--- config.mk ---
export PLATFORM = sky130hd
export DESIGN_NAME = serial_adder_ctrl
export DESIGN_NICKNAME = d
export VERILOG_FILES = /design/src/rtl/serial_adder_ctrl.sv
export SDC_FILE = /design/constraint.sdc
export NUM_CORES = 1
export LEC_CHECK = 0
export ABC_AREA = 0
export BUFFER_PORTS_ARGS = -buffer_cell sky130_fd_sc_hd__buf_2
export CAP_MARGIN = 20
export CORE_ASPECT_RATIO = 1.75
export CORE_MARGIN = 2
export CORE_UTILIZATION = 23
export DETAILED_ROUTE_END_ITERATION = 8
export SLEW_MARGIN = 20
export SYNTH_ARGS = -nofsm -noshare
export SYNTH_HDL_FRONTEND = slang
export SYNTH_SLANG_ARGS = --single-unit
--- constraint.sdc ---
create_clock -name clk -period 1.5 [get_ports clk]
set_clock_uncertainty 0.1 [all_clocks]
set_input_delay 0.15 -clock clk [delete_from_list [all_inputs] [get_ports clk]]
set_output_delay 0.15 -clock clk [all_outputs]
set_load 0.02 [all_outputs]
--- src/rtl/serial_adder_ctrl.sv ---
// Bit-serial adder sequencer wrapped around an external one-bit full adder stage.
// Latency: out_valid rises WIDTH edges after the accepting edge; one op per WIDTH+2 cycles minimum.
// Backpressure: result held stable in DONE until out_ready; in_ready only in IDLE.
module serial_adder_ctrl #(
  parameter int WIDTH = 8
) (
  input  logic             clk,
  input  logic             rst,
  input  logic             in_valid,
  output logic             in_ready,
  input  logic [WIDTH-1:0] op_a,
  input  logic [WIDTH-1:0] op_b,
  input  logic             cin,
  output logic             fa_a,
  output logic             fa_b,
  output logic             fa_c,
  input  logic             fa_sum,
  input  logic             fa_carry,
  output logic             out_valid,
  input  logic             out_ready,
  output logic [WIDTH-1:0] sum,
  output logic             cout,
  output logic             busy
);

  localparam int CW = $clog2(WIDTH) + 1;

  typedef enum logic [1:0] {IDLE, RUN, DONE} state_t;

  state_t           state;
  logic [WIDTH-1:0] a_sh;
  logic [WIDTH-1:0] b_sh;
  logic [WIDTH-1:0] sum_sh;
  logic [WIDTH-1:0] sum_nxt;
  logic             carry_q;
  logic [CW-1:0]    count;
  logic             last_bit;
  logic             run;

  // Sum bits arrive LSB first and enter at the MSB end, so after WIDTH shifts they line up.
  generate
    if (WIDTH == 1) begin : g_w1
      assign sum_nxt = fa_sum;
    end else begin : g_wn
      assign sum_nxt = {fa_sum, sum_sh[WIDTH-1:1]};
    end
  endgenerate

  assign run      = (state == RUN);
  assign last_bit = (count == CW'(WIDTH - 1));

  assign fa_a = run & a_sh[0];
  assign fa_b = run & b_sh[0];
  assign fa_c = run & carry_q;

  always_ff @(posedge clk) begin
    if (rst) begin
      state     <= IDLE;
      a_sh      <= '0;
      b_sh      <= '0;
      sum_sh    <= '0;
      carry_q   <= 1'b0;
      count     <= '0;
      in_ready  <= 1'b1;
      out_valid <= 1'b0;
      busy      <= 1'b0;
      sum       <= '0;
      cout      <= 1'b0;
    end else begin
      case (state)
        IDLE: begin
          if (in_valid) begin
            a_sh     <= op_a;
            b_sh     <= op_b;
            carry_q  <= cin;
            count    <= '0;
            state    <= RUN;
            in_ready <= 1'b0;
            busy     <= 1'b1;
          end
        end
        RUN: begin
          sum_sh  <= sum_nxt;
          carry_q <= fa_carry;
          a_sh    <= a_sh >> 1;
          b_sh    <= b_sh >> 1;
          count   <= count + CW'(1);
          if (last_bit) begin
            // The result register is separate so sum/cout survive the next RUN.
            sum       <= sum_nxt;
            cout      <= fa_carry;
            out_valid <= 1'b1;
            state     <= DONE;
          end
        end
        DONE: begin
          if (out_ready) begin
            out_valid <= 1'b0;
            busy      <= 1'b0;
            in_ready  <= 1'b1;
            state     <= IDLE;
          end
        end
        default: begin
          state     <= IDLE;
          in_ready  <= 1'b1;
          out_valid <= 1'b0;
          busy      <= 1'b0;
        end
      endcase
    end
  end

endmodule

==> results of run 1 <==
==> flip-flops by register name, summed over array words and instances, names as in the netlist <==
signal and flops:
a_sh 8, b_sh 8, in_ready 1, count 4, carry_q 1, state 2
sum 8, sum_sh 7, busy 1, cout 1, out_valid 1
==> cells by family after synthesis <==
| family | after synthesis | synth area share |
|---|---|---|
| compound gates | 72 | 0.2747 |
| buf+inv | 21 | 0.06415 |
| simple gates | 74 | 0.1855 |
| fa+ha+maj | 1 | 0.006972 |
| flops | 42 | 0.4686 |
==> power groups by stage <==
stage / Sequential [uW] / Combinational [uW] / Clock, uW
final: 1200 / 281 / 994
after detailed placement: 1230 / 275 / 0
after floorplan: 1220 / 181 / 0
after global routing: 1210 / 315 / 1070
after global placement: 1220 / 273 / 0
after CTS: 1200 / 281 / 1030
==> what timing repair did <==
item,CTS,global route
setup buffers,1,0
resized for setup,3,5
setup endpoints to repair,3,17
==> worst paths after layout <==
check / from / to / cells past startpoint
max: state[1] / fa_a / 3
min reg2reg: sum[3] / sum[3] / 2
max reg2reg: state[0] / count[3] / 4
min: op_b[7] / b_sh[7] / 3
==> stage by stage <==
stage          instance area (um2)  instances
2_1_floorplan                 1794        210
3_3_place_gp                  2100        330
3_5_place_dp                  2100        330
4_1_cts                       2243        338
5_1_grt                       2257        338
6_report                      2257        338
==> cells in the mapped netlist <==
cell | instances | area [um2]
o2bb2ai_1 | 10 | 87.58
a211oi_1 | 17 | 127.6
nor3b_1 | 1 | 7.510
nor2_1 | 30 | 112.6
inv_1 | 2 | 7.510
nor3_1 | 1 | 5.000
o21ai_0 | 2 | 10.01
a21oi_1 | 21 | 105.1
a22oi_1 | 3 | 22.52
nand3_1 | 11 | 55.05
buf_2 | 5 | 25.02
dfxtp_1 | 42 | 840.8
nand2_1 | 22 | 82.58
nor2b_1 | 1 | 6.260
o32a_1 | 1 | 10.01
a31oi_1 | 1 | 6.260
and3b_1 | 1 | 8.760
o21ba_1 | 1 | 10.01
nand2b_4 | 1 | 13.76
and2_1 | 3 | 18.77
o21bai_1 | 2 | 15.01
or3_1 | 1 | 6.260
o22ai_1 | 5 | 31.28
and2b_1 | 1 | 7.510
buf_4 | 2 | 15.01
ha_1 | 1 | 12.51
buf_6 | 3 | 33.78
buf_1 | 1 | 3.750
clkbuf_1 | 8 | 30.03
o31ai_1 | 9 | 67.56
nand2b_2 | 1 | 8.760
==> area by class of cell <==
type / instances / area share
clock buffers: 7 / 0.05876
inverters: 2 / 0.004989
multi-input cells: 147 / 0.3747
flip-flops and latches: 42 / 0.3731
well taps: 88 / 0.04878
repair buffers: 52 / 0.1397
==> critical path, stage by stage, from the launching register on <==
cell and delay (ns):
dfxtp_2 0.38, and2b_4 0.23, and2_1 0.17, buf_4 0.15
==> metal layers <==
metal,track usage,wire (um),vias up,part of all wire
met5,0,0,-,0
met4,0.03184,59,0,0.013
met3,0.02833,213,6,0.047
met2,0.1828,2269,37,0.51
met1,0.1347,1944,768,0.43
li1,-,-,830,-
==> placed cells by master, fill, tap and decap left out, types with 9 or more instances in the layout <==
cell / instances
a21oi_1: 21
o31ai_1: 9
nand3_1: 11
nand2_1: 21
a211oi_1: 17
buf_4: 16
dfxtp_1: 41
nor2_1: 30
o2bb2ai_1: 10
buf_2: 35
==> results.txt, run 1 <==
----------------------------------------------------
[Status]
  Status ... completed

[Route]
  Drt initial violations ... 61
  Detailed-router iteration count before antenna repair ... 4
  Vias after detailed routing ... 1641
  Routed WL per cell ... 13.28 um
  Detailed-route vias per instance ... 4.855
  Final antenna-violating net count ... 0
  Total length of routed wires ... 4.487 mm
  Remaining DRCs ... 0

[Setup path]
  Data required time at the worst endpoint ... 1.25 ns
  Worst Path Max Fanout ... 8
  Worst endpoint data arrival time ... 1.21 ns
  Flop-to-flop setup slack ... 0.12 ns
  Setup crit start kind ... flop
  Worst Path Class, Setup ... flop to output pin
  Endpoint kind of the worst setup timing path ... output pin

[Timing]
  Total Negative Setup Slacks ... 0 ns
  Count of final max-slew check failures ... 0
  Number of failing hold endpoints at the final stage ... 0
  Worst Slack Setup Final ... 0.04129 ns
  Worst hold margin ... 0.03782 ns
  Max Fclk ... 685.5 MHz
  Measured slew at the worst slew-check pin ... 0.3885 ns
  Setup-violating endpoint count in the final report ... 0
  Final worst path period share ... 0.9725
  Max_slew headroom ... 0.7407
  Unrepaired setup endpoints after global routing ... yes
  Final period demand of the worst path ... 1.459 ns

[Power and ir drop]
  Total power per unit cell area ... 1098 mW/mm2
  Overall power consumption ... 2478 uW
  Switching Share ... 0.2333
  Maximum VDD drop ... 0.4575 mV
  Reported leakage power ... 0.0008720 uW
  Power Internal ... 1900 uW
  Combinational fraction of design power ... 0.113
  Switching power total ... 578.1 uW
  Register share of total power ... 0.485
  Share of total power in the clock network ... 0.401

[Clock network]
  Clock tree from TritonCTS ... done
  Clock Latency Late Sink ... 0.27 ns
  Clock transition at the registers of the reported paths ... 0.06 ns
  Max Buffers Root-to-Sink ... 2
  Root Buffer Master ... clkbuf_16
  TritonCTS sink count ... 42
  CTS HTree Levels ... 2
  Hold buffer count at cts ... 0
  Clock buffer count from CTS ... 5

[Die]
  Core outline area ... 0.007567 mm2
  Starting utilization of the core area ... 0.2371
  Io pins ... 38
  Overall die height ... 120.8 um
  Horizontal extent of the die ... 70.77 um
  DIE AREA ... 0.008551 mm2
  Row Count ... 42

[Placement]
  Detailed placer's ending HPWL ... 3.201 mm
  Count of input and output buffers ... 37
  DP Worst Slack ... 0.07139 ns
  Placer's final routability congestion estimate ... 0.7497

[Global route]
  Number of global-route vias before repair ... 1558
  First-pass GRT wire length ... 7.486 mm
  Global router's overall resource usage ... 0.1085
  Remaining Overflow, GRT ... 0
  Antenna violations before repair ... 0
  Largest net degree at the start of global routing ... 43

[Synth]
  Syn. warnings ... 0
  Synthesized Nets ... 234
  Post-synthesis area per instance ... 8.544 um2
  Synthesized cell area ... 0.001794 mm2
  Synthesized instance count ... 210
  Sequential-to-total area share from yosys stat ... 0.4686
  Number of synthesized register bits ... 42
  Count of cell types in the netlist ... 31

[Finish]
  Area taken by flip-flops and latches ... 842.1 um2
  Fraction of layout cells with a size suffix above 1 ... 0.2560
  Net total in the final layout ... 274
  Area growth from synthesis to layout ... 25.80%
  Number of filler cells placed in the layout ... 842
  Number of antenna repair diodes ... 0
  Area taken by multi-input logic gates ... 845.8 um2
  Util after Layout ... 0.2983

[Run]
  Max-cap violation count ... 0

[Min path]
  HP Class ... primary input to flop

----------------------------------------------------
(Power assumes the default switching activity.)
==> inputs of run 2 (changes only) <==
--- a/config.mk
+++ b/config.mk
@@ -12,6 +12,7 @@
 export CORE_MARGIN = 2
 export CORE_UTILIZATION = 23
 export DETAILED_ROUTE_END_ITERATION = 8
+export SETUP_SLACK_MARGIN = 0.5
 export SLEW_MARGIN = 20
 export SYNTH_ARGS = -nofsm -noshare
 export SYNTH_HDL_FRONTEND = slang
==> run 2 against run 1 <==
Combinational power up 59%. Count of clock-buffer cells in the layout down 1. Sequential cell count unchanged. Final area up 33%. Hold slack worse by 0.034 ns. Worst setup slack better by 0.057 ns. Final cell count up 6.2%. Clock power up 11%. Global-route usage up 1.8 points. Die area unchanged. Largest power group unchanged.
==> results.txt, run 2 (synthesis gave the netlist of run 1 again) <==
----------------------------------------------------
[Route]
  Vias after detailed routing ... 1796 (+9.4%)
  Final antenna-violating net count ... 0 (unchanged)
  Drt initial violations ... 93 (+52%)
  Remaining DRCs ... 0 (unchanged)
  Detailed-route vias per instance ... 5.003 (+3.0%)
  Detailed-router iteration count before antenna repair ... 4 (unchanged)
  Routed WL per cell ... 15.03 um (+13%)
  Total length of routed wires ... 5.396 mm (+20%)

[Finish]
  Number of antenna repair diodes ... 0 (unchanged)
  Number of filler cells placed in the layout ... 788 (-6.4%)
  Area growth from synthesis to layout ... 66.81%
  Layout Cell Area excl Fill ... 0.002993 mm2 (+33%)
  Net total in the final layout ... 294 (+7.3%)
  Most frequent cells in the layout ... 27 x nor2_1, 26 x dfxtp_1, 23 x buf_6
  Fraction of layout cells with a size suffix above 1 ... 0.6273 (+0.3713)
  Most common cell after layout, fill and taps aside ... nor2_1
  Top Registers ... a_sh (8), b_sh (8), sum (8)

[Placement]
  Count of input and output buffers ... 37 (unchanged)
  Detailed placer's ending HPWL ... 3.164 mm (-1.1%)
  Placer's final routability congestion estimate ... 0.7620 (+1.6%)
  Post-Place Cell Area ... 0.002160 mm2 (+2.9%)

[Power and ir drop]
  Maximum VDD drop ... 0.6667 mV (+46%)
  Reported leakage power ... 0.001114 uW (+28%)
  Total power per unit cell area ... 917.5 mW/mm2 (-16%)

[Die]
  Horizontal extent of the die ... 70.77 um (unchanged)
  DIE AREA ... 0.008551 mm2 (unchanged)
  Io pins ... 38 (unchanged)
  Core outline area ... 0.007567 mm2 (unchanged)
  Overall die height ... 120.8 um (unchanged)
  Row Count ... 42 (unchanged)
  Starting utilization of the core area ... 0.2371 (unchanged)

[Global route]
  Remaining Overflow, GRT ... 0 (unchanged)
  First-pass GRT wire length ... 8.742 mm (+17%)
  Number of global-route vias before repair ... 1789 (+15%)
  Largest net degree at the start of global routing ... 24 (-44%)
  Antenna violations before repair ... 0 (unchanged)
  Global router's overall resource usage ... 0.1262 (+0.01769)

[Timing]
  Worst hold margin ... 0.003594 ns (-0.03423 ns)
  Count of final max-slew check failures ... 0 (unchanged)
  Total Negative Setup Slacks ... 0 ns (unchanged)
  Setup-violating endpoint count in the final report ... 0 (unchanged)
  Max_slew headroom ... 0.6357 (-0.1050)
  Max Fclk ... 713.3 MHz (+4.1%)
  Number of failing hold endpoints at the final stage ... 0 (unchanged)
  Final worst path period share ... 0.9346 (-0.03789)
  Unrepaired setup endpoints after global routing ... yes
  Measured slew at the worst slew-check pin ... 0.5464 ns (+0.1579 ns)
  Final period demand of the worst path ... 1.402 ns (-0.05683 ns)

[Setup path]
  Data required time at the worst endpoint ... 1.25 ns (about the same)
  Worst path top cell family by delay ... simple AND/OR/NAND/NOR gates
  Maximum cell stage delay along the critical path ... 0.34 ns (-0.04 ns)
  Worst Path Class, Setup ... flop to output pin
  Cell-by-cell trace of the critical path ... and2b_4 > and2_4 > buf_6
  CP max stage cell ... dfxtp_4
  Setup crit start kind ... flop
  Bufs and invs on worst path ... 1 (unchanged)
  Worst Path Max Fanout ... 5 (-3)
  Worst endpoint data arrival time ... 1.15 ns (-0.06 ns)
  Flop-to-flop setup slack ... 0.15 ns (+0.03 ns)
  Endpoint kind of the worst setup timing path ... output pin

[Clock network]
  Hold buffer count at cts ... 0 (unchanged)
  TritonCTS sink count ... 42 (unchanged)
  Clock transition at the registers of the reported paths ... 0.06 ns (about the same)
  CTS HTree Levels ... 2 (unchanged)
  Clock Latency Late Sink ... 0.28 ns (about the same)
  Clock buffer count from CTS ... 5 (unchanged)
  Max Buffers Root-to-Sink ... 2 (unchanged)
  Root Buffer Master ... clkbuf_16
  Clock tree from TritonCTS ... done

[Min path]
  HP Class ... primary input to flop

[Run]
  Max-cap violation count ... 0 (unchanged)

[Status]
  Status ... completed

----------------------------------------------------
==> run 2: worst paths after layout <==
| kind | start | to | cells past startpoint |
|---|---|---|---|
| hold reg to reg | sum[2] | sum[2] | 2 |
| setup / recovery | state[1] | fa_a | 3 |
| hold / removal | op_a[7] | a_sh[7] | 3 |
| setup reg to reg | state[1] | count[3] | 4 |
==> run 2: tightest hold or removal path: stages <==
cell and delay (ns):
buf_2 0.08, a22oi_1 0.05, nor2_1 0.07
==> run 2: final cells by class <==
cell class              count  area, um2  area share
clock buffers               6      138.9     0.04640
flip-flops and latches     42      873.3      0.2918
multi-input cells         149       1226      0.4097
inverters                   2      20.02    0.006689
clock inverters             2      11.26    0.003763
well taps                  88      110.1     0.03679
repair inverters            1      11.26    0.003763
repair buffers             69      601.8      0.2011
==> run 2: stage by stage <==
stage / util / setup WS [ns] / std cells / power [uW]
finish: 0.3955 / 0.09812 / 359 / 2746
floorplan: - / 0.2391 / 210 / 1437
global route: 0.3955 / 0.07696 / 359 / 2851
detailed placement: 0.2854 / 0.1455 / 325 / 1513
global placement: 0.2854 / 0.1613 / 325 / 1509
CTS: 0.3692 / 0.1032 / 352 / 2724
==> run 2: power by group <==
group / total [uW] / switching, uW / internal (uW)
Combinational: 448 / 232 / 216
Sequential: 1200 / 37.9 / 1170
Clock: 1100 / 436 / 660
==> run 2: timing repair <==
item / in CTS / in global routing
resized for setup: 96 / 33
hold endpoints to repair: 0 / 0
pin swaps: 24 / 2
cloned: 5 / 0
setup buffers: 14 / 7
setup endpoints to repair: 57 / 56
==> run 2: metal layers <==
layer,up-vias,part of all wire,global-route usage
met3,14,0.039,0.02583
met5,-,0,0
met1,860,0.40,0.1443
met4,0,0.029,0.05425
li1,878,-,-
met2,44,0.54,0.2231
